==> config.mk <==
export PLATFORM = sky130hd
export DESIGN_NAME = open_request_sequencer
export DESIGN_NICKNAME = d
export VERILOG_FILES = /design/src/rtl/open_request_sequencer.sv
export SDC_FILE = /design/constraint.sdc
export NUM_CORES = 1
export LEC_CHECK = 0
export ABC_AREA = 1
export CAP_MARGIN = 5
export CORE_MARGIN = 2
export CORE_UTILIZATION = 59
export CTS_CLUSTER_DIAMETER = 120
export DETAILED_ROUTE_END_ITERATION = 10
export HOLD_SLACK_MARGIN = 0.15
export PLACE_DENSITY = 0.82
export RECOVER_POWER = 50
export SYNTH_ARGS = -nofsm -noshare
export SYNTH_HDL_FRONTEND = slang
export SYNTH_SLANG_ARGS = --single-unit
export TNS_END_PERCENT = 100
==> constraint.sdc <==
create_clock -name clk -period 3.4 [get_ports clk]
set_input_delay 0.51 -clock clk [delete_from_list [all_inputs] [get_ports clk]]
set_output_delay 0.51 -clock clk [all_outputs]
set_load 0.02 [all_outputs]
==> src/rtl/open_request_sequencer.sv <==
// Door-open request sequencer: debounces a raw button, queues accepted presses and
// issues one open_btn pulse per door cycle, with overflow and timeout supervision.
module open_request_sequencer #(
    parameter int unsigned DEBOUNCE_CYCLES = 1000000,
    parameter int unsigned TIMEOUT_CYCLES  = 500000000,
    parameter int unsigned MAX_PENDING     = 7
) (
    input  logic       clk,
    input  logic       rst_a_p,
    input  logic       btn_raw,
    input  logic       door_cycle_complete,
    output logic       open_btn,
    output logic       busy,
    output logic [2:0] pending,
    output logic       overflow,
    output logic       timeout_fault
);

    localparam int unsigned DB_W = $clog2(DEBOUNCE_CYCLES + 1);
    localparam int unsigned TO_W = $clog2(TIMEOUT_CYCLES + 1);
    localparam logic [DB_W-1:0] DB_LAST  = DB_W'(DEBOUNCE_CYCLES - 1);
    localparam logic [TO_W-1:0] TO_LOAD  = TO_W'(TIMEOUT_CYCLES - 1);
    localparam logic [2:0]      PEND_MAX = 3'(MAX_PENDING);

    // state     | meaning
    // IDLE      | no door cycle in flight; launches when a request is queued
    // ISSUE     | single cycle driving open_btn
    // WAIT_DONE | waiting for door_cycle_complete rising edge or timeout
    typedef enum logic [1:0] {
        IDLE      = 2'd0,
        ISSUE     = 2'd1,
        WAIT_DONE = 2'd2
    } state_t;

    state_t          state_q, state_d;
    logic            sync1_q, sync2_q;
    logic            deb_q, deb_d;
    logic            deb_prev_q;
    logic [DB_W-1:0] stab_cnt_q, stab_cnt_d;
    logic [TO_W-1:0] to_cnt_q, to_cnt_d;
    logic            door_prev_q;
    logic [2:0]      pending_q, pending_d;
    logic [2:0]      pend_after_dec;
    logic            overflow_q, overflow_d;
    logic            timeout_q, timeout_d;
    logic            press_evt;
    logic            door_rise;
    logic            launch;

    always_comb begin
        deb_d      = deb_q;
        stab_cnt_d = stab_cnt_q;
        if (sync2_q == deb_q) begin
            stab_cnt_d = '0;
        end else if (stab_cnt_q == DB_LAST) begin
            deb_d      = sync2_q;
            stab_cnt_d = '0;
        end else begin
            stab_cnt_d = stab_cnt_q + DB_W'(1);
        end
    end

    assign press_evt = deb_q & ~deb_prev_q;
    assign door_rise = door_cycle_complete & ~door_prev_q;
    assign launch    = (state_q == IDLE) && (pending_q != 3'd0);

    // Decrement first so a press on the launch edge sees the freed slot.
    always_comb begin
        pend_after_dec = pending_q;
        if (launch) begin
            pend_after_dec = pending_q - 3'd1;
        end
        pending_d  = pend_after_dec;
        overflow_d = overflow_q;
        if (press_evt) begin
            if (pend_after_dec == PEND_MAX) begin
                overflow_d = 1'b1;
            end else begin
                pending_d = pend_after_dec + 3'd1;
            end
        end
    end

    always_comb begin
        state_d   = state_q;
        to_cnt_d  = to_cnt_q;
        timeout_d = timeout_q;
        case (state_q)
            IDLE: begin
                if (launch) begin
                    state_d = ISSUE;
                end
            end
            ISSUE: begin
                state_d  = WAIT_DONE;
                to_cnt_d = TO_LOAD;
            end
            WAIT_DONE: begin
                if (door_rise) begin
                    state_d = IDLE;
                end else if (to_cnt_q == '0) begin
                    state_d   = IDLE;
                    timeout_d = 1'b1;
                end else begin
                    to_cnt_d = to_cnt_q - TO_W'(1);
                end
            end
            default: begin
                state_d = IDLE;
            end
        endcase
    end

    always_comb begin
        open_btn = 1'b0;
        busy     = 1'b0;
        if (state_q == ISSUE) begin
            open_btn = 1'b1;
        end
        if (state_q != IDLE) begin
            busy = 1'b1;
        end
    end

    assign pending       = pending_q;
    assign overflow      = overflow_q;
    assign timeout_fault = timeout_q;

    always_ff @(posedge clk) begin
        if (rst_a_p) begin
            state_q     <= IDLE;
            sync1_q     <= 1'b0;
            sync2_q     <= 1'b0;
            deb_q       <= 1'b0;
            deb_prev_q  <= 1'b0;
            stab_cnt_q  <= '0;
            to_cnt_q    <= '0;
            door_prev_q <= 1'b0;
            pending_q   <= 3'd0;
            overflow_q  <= 1'b0;
            timeout_q   <= 1'b0;
        end else begin
            state_q     <= state_d;
            sync1_q     <= btn_raw;
            sync2_q     <= sync1_q;
            deb_q       <= deb_d;
            deb_prev_q  <= deb_q;
            stab_cnt_q  <= stab_cnt_d;
            to_cnt_q    <= to_cnt_d;
            door_prev_q <= door_cycle_complete;
            pending_q   <= pending_d;
            overflow_q  <= overflow_d;
            timeout_q   <= timeout_d;
        end
    end

endmodule

==> results of run 1 <==
[cells by family after synthesis]
group                    share of synthesized area
AO/OA/AOI/OAI                               0.0844
XOR/XNOR                                    0.0415
AND/OR/NAND/NOR                              0.410
buffers and inverters                        0.103
adder cells (fa/ha/maj)                     0.0209
flip-flops                                   0.341
[sequential cells by signal, indices dropped and copies added (netlist names)]
name           cells
timeout_fault      1
deb_q              1
overflow           1
to_cnt_q          29
sync1_q            1
deb_prev_q         1
state_q            2
door_prev_q        1
pending            3
sync2_q            1
stab_cnt_q        20
[path summary, 6_finish.rpt]
kind                            slack (ns)             end  cells past startpoint     startpoint
worst max-delay path                  0.85  stab_cnt_q[16]                      8  stab_cnt_q[0]
worst min-delay path                  0.41         sync2_q                      2        sync1_q
worst max register to register        0.85  stab_cnt_q[16]                      8  stab_cnt_q[0]
worst min register to register        0.41         sync2_q                      2        sync1_q
[report_power, final]
group / leakage (nW) / switching, mW / internal (mW)
sequential: 0.492 / 0.00119 / 0.717
combinational: 1.13 / 0.0133 / 0.00521
clock: 0.101 / 0.282 / 0.342
[layout by cell type, fill, tap and decap left out, drive strengths merged]
master,n
ha,6
dlygate4sd3,7
o21ai,18
nand2,118
nor3,7
inv,69
nand3,55
dfxtp,61
or2,2
o21a,1
a31oi,1
o22ai,1
clkbuf,14
clkinvlp,1
clkinv,2
o21bai,1
nand4,15
nor2,109
clkdlybuf4s50,3
nor3b,6
nor4,3
a21oi,34
buf,2
nand3b,1
xnor2,7
xor2,10
[area by class of cell]
type                       instances  share of cell area
clock inverter                     3             0.00458
tap                               75              0.0245
sequential                        61               0.319
multi-input combinational        395               0.506
inverter                          69              0.0677
timing repair buffer              13              0.0311
clock buffer                      13              0.0468
[routing by layer]
metal | share of wire | global-route usage
met1 | 0.46 | 0.323
met4 | 0.014 | 0.0967
met3 | 0.061 | 0.0736
met5 | 0 | 0
met2 | 0.47 | 0.424
[worst max-delay path: cells and delay by family, from the launching register on]
family                   cells  cell delay (ns)
AND/OR/NAND/NOR              7             1.71
flip-flops                   1             0.40
adder cells (fa/ha/maj)      1             0.27
==> reports/results.tsv, run 1 <==
metric	value	unit
DR WL/cell	12.6	um
clock skew	0.00688	ns
Chip Height	82.0	um
final setup vio count	0	
crit path capture type	flop	
crit path max-delay cell type	nand2_1	
CTS max path bufs	2	
dpl cells	613	
crit path kind	flop to flop	
Hold Crit Class	flop to flop	
failing checks	capacitance limit	
Synth top cells by count	nand2_1 (111), nor2_1 (93), inv_1 (68)	
clock slew at the register clock pins of the worst setup and hold paths	0.07	ns
fin crit period	2.55	ns
antenna viol nets, final	0	
Routability Congestion	0.939	
crit path DAT	2.74	ns
actual slew at the worst max-slew pin	1.50	ns
die width	82.0	um
Avg Vias per Cell	5.42	
Rel. slew slack	0.00176	
CTS resizes	0	
slowest stage delay, CP	0.67	ns
Setup Total Neg Slack	0	ns
layout cells sized above 1	0.0848	
Die ar.	0.00672	mm2
area grow syn2layout	6.70	%
final worst slack	0.851	ns
period utilisation layout	0.750	
largest net degree at the start of global routing	35	
Final Instance Area	0.00383	mm2
most numerous cell in the Yosys netlist	nand2_1	
Slew Limit Fails	0	
core area	0.00589	mm2
CTS tree	built	
utilization after layout	0.650	
initial antenna violation count	0	
library cells used by synthesis	34	
final WL	7.94	mm
ranking of synthesized cells by area	dfxtp_1 (34%), nand2_1 (12%), nor2_1 (9.7%)	
critical path cell sequence	ha_1 > nand3_1 > nor2_1 > nand2_1 > nor2_1 > nand4_1 > nand2_1 > nor3b_1	
Total Power	1.36	mW
Rows	28	
Gate Count Post-Synth	541	
worst endpoint required time	3.59	ns
Syn Nets	551	
Final Non-Filler Cells	629	
first-pass GRT wire length	13.4	mm
PortBufs	10	
footprint of the multi-input gates	0.00194	mm2
Remaining DRCs	0	
filler cell count	568	
initial DRC count	240	
Synth async-reset ratio	0	
DRT Pass-1 Iters	5	
YS warnings	0	
cts bufs inserted	9	
Final Hold Viols	0	
post-CTS setup buffers	0	
vias post-DR	3409	
Ant. Diodes	0	
largest area contributor in the netlist	dfxtp_1	
flops & latches, synth	61	
dpl ws	1.12	ns
synthesized cell area	0.00359	mm2
crit-path max FO	18	
status	finished, violations left	
ys flop type	dfxtp_1	
worst skew pair latency	0.34	ns
Initial Util	0.609	
Max IR drop VDD	0.213	mV
hold_ws	0.412	ns
Post-DP Area	0.00369	mm2
vias in the first global route	3077	
Fmax achieved	392	MHz
RSZ-0062 raised after global routing	no	
DP HPWL	5.44	mm
Mean Syn Cell Area	6.63	um2
nature of the critical path startpoint	flop	
number of nets in the layout	559	
part of the Yosys area used for sequential elements	0.341	
Ports	11	
Leak Pwr	1.72	nW
CTS Sinks	61	
Synth top area share	0.341	
Power Dens Cells	355	mW/mm2
number of H-tree levels	3	
EDFF count, synth	0	
GRT overflow	0	
CTS root buffer	clkbuf_8	
Max-Cap Viols	1	
register area	0.00122	mm2
Total GRT Usage	0.259	
number of buffers inserted by hold repair at cts	0	
Note: power is estimated with default switching activity, not from simulation.
==> run 2: changes to the inputs <==
CORE_UTILIZATION = 56   (was 59)
clock period = 2.15 ns   (was 3.4 ns; I/O delays follow)
==> reports/results.tsv, run 2 (synthesis gave the netlist of run 1 again) <==
metric	value	unit
critical path launch point	state_q[0]	
Ant. Diodes	0	
fin crit period	1.91	ns
first-pass GRT wire length	13.8	mm
Final Hold Viols	0	
clock skew	0.00951	ns
core area	0.00628	mm2
final WL	7.85	mm
cts bufs inserted	9	
crit path max-delay cell type	clkdlybuf4s50_1	
Max-Cap Viols	0	
Die ar.	0.00706	mm2
Chip Height	84.0	um
worst skew pair latency	0.35	ns
RR Startpoint	stab_cnt_q[0]	
CTS Sinks	61	
Remaining DRCs	0	
final worst slack	0.239	ns
R2R Path End	stab_cnt_q[10]	
period utilisation layout	0.889	
commonest non-fill, non-tap cells in the layout	nand2_1 (113), nor2_1 (97), inv_1 (68)	
DP HPWL	5.47	mm
Rows	29	
initial antenna violation count	0	
Rel. slew slack	0.498	
crit path kind	flop to primary output	
vias post-DR	3372	
die width	84.0	um
CTS tree	built	
crit path capture type	primary output	
Fmax achieved	523	MHz
number of buffers inserted by hold repair at cts	0	
clock slew at the register clock pins of the worst setup and hold paths	0.07	ns
largest net degree at the start of global routing	35	
layout cells sized above 1	0.0898	
vias in the first global route	3202	
Routability Congestion	0.924	
worst endpoint required time	1.83	ns
number of H-tree levels	3	
Leak Pwr	1.74	nW
PortBufs	10	
footprint of the multi-input gates	0.00196	mm2
Total Power	2.24	mW
RSZ-0062 raised after global routing	no	
Ports	11	
Total GRT Usage	0.238	
Worst R2R Setup Slack	0.25	ns
Avg Vias per Cell	5.32	
area grow syn2layout	8.76	%
DRT Pass-1 Iters	4	
CTS root buffer	clkbuf_8	
Initial Util	0.571	
CTS max path bufs	2	
crit path DAT	1.59	ns
actual slew at the worst max-slew pin	0.753	ns
antenna viol nets, final	0	
status	finished, final reports clean	
filler cell count	571	
reg2reg path depth	8	
dpl ws	0.121	ns
Setup Total Neg Slack	0	ns
most common cell after layout, fill and taps aside	nand2_1	
crit-path max FO	3	
nature of the critical path startpoint	flop	
Critical Path Sink	open_btn	
Slew Limit Fails	0	
Reg with most FFs	to_cnt_q	
Hold Crit Class	flop to flop	
register area	0.00122	mm2
initial DRC count	229	
max reg flops	29	
post-CTS setup buffers	0	
critical path cell sequence	inv_1 > nor2_1 > clkdlybuf4s50_1	
GRT overflow	0	
slowest stage delay, CP	0.64	ns
Max IR drop VDD	0.576	mV
number of nets in the layout	562	
Power Dens Cells	576	mW/mm2
final setup vio count	0	
DR WL/cell	12.4	um
## run 2: changes by cell type in the layout (fill, tap and decap cells not counted), sizes merged
cell,before,now
bufinv,0,1
buf,2,5
clkinvlp,1,2
clkbuf,14,12
## run 2: power breakdown
part	internal [mW]	total (mW)	switching, mW
clock network	0.598	1.08	0.484
registers	1.13	1.13	0.00147
logic	0.00858	0.0293	0.0207
total	1.74	2.24	0.506
## run 2: repair_timing
action / 4_1_cts / 5_1_grt
setup endpoints to repair: 0 / 4
endpoints found under the hold margin: 0 / 0
resized for setup: 0 / 2
## run 2: area by class of cell
type | count | area share
well taps | 77 | 0.0247
clock buffers | 11 | 0.0388
repair buffers | 16 | 0.0398
inverters | 69 | 0.0664
flip-flops and latches | 61 | 0.313
clock inverters | 5 | 0.0151
multi-input cells | 395 | 0.502
## run 2: layer usage
metal	share of wire	vias to the layer above	global-route usage
li1	-	1747	-
met1	0.44	1531	0.283
met2	0.49	76	0.404
met3	0.044	18	0.0445
met4	0.028	0	0.129
met5	0	-	0
## run 2: worst min path at each step
stage	from	end	slack [ns]	depth (start not counted)
finish	sync1_q	sync2_q	0.41	2
global route	sync1_q	sync2_q	0.44	2
CTS	sync1_q	sync2_q	0.41	2
detailed placement	sync1_q	sync2_q	0.40	2
global placement	sync1_q	sync2_q	0.39	2
floorplan	sync1_q	sync2_q	0.39	2
## run 2: through the flow
step / utilization / hold slack (ns) / instances / area (um2)
floorplan: - / 0.388 / 541 / 3590
global placement: 0.594 / 0.392 / 618 / 3730
detailed placement: 0.594 / 0.405 / 618 / 3730
CTS: 0.628 / 0.415 / 634 / 3940
global route: 0.621 / 0.442 / 634 / 3900
finish: 0.621 / 0.412 / 634 / 3900
## run 2: critical path, delay by kind of cell, from the launching register on
family,cells,cell delay (ns)
flops,1,0.37
buf+inv,2,0.69
simple gates,1,0.18
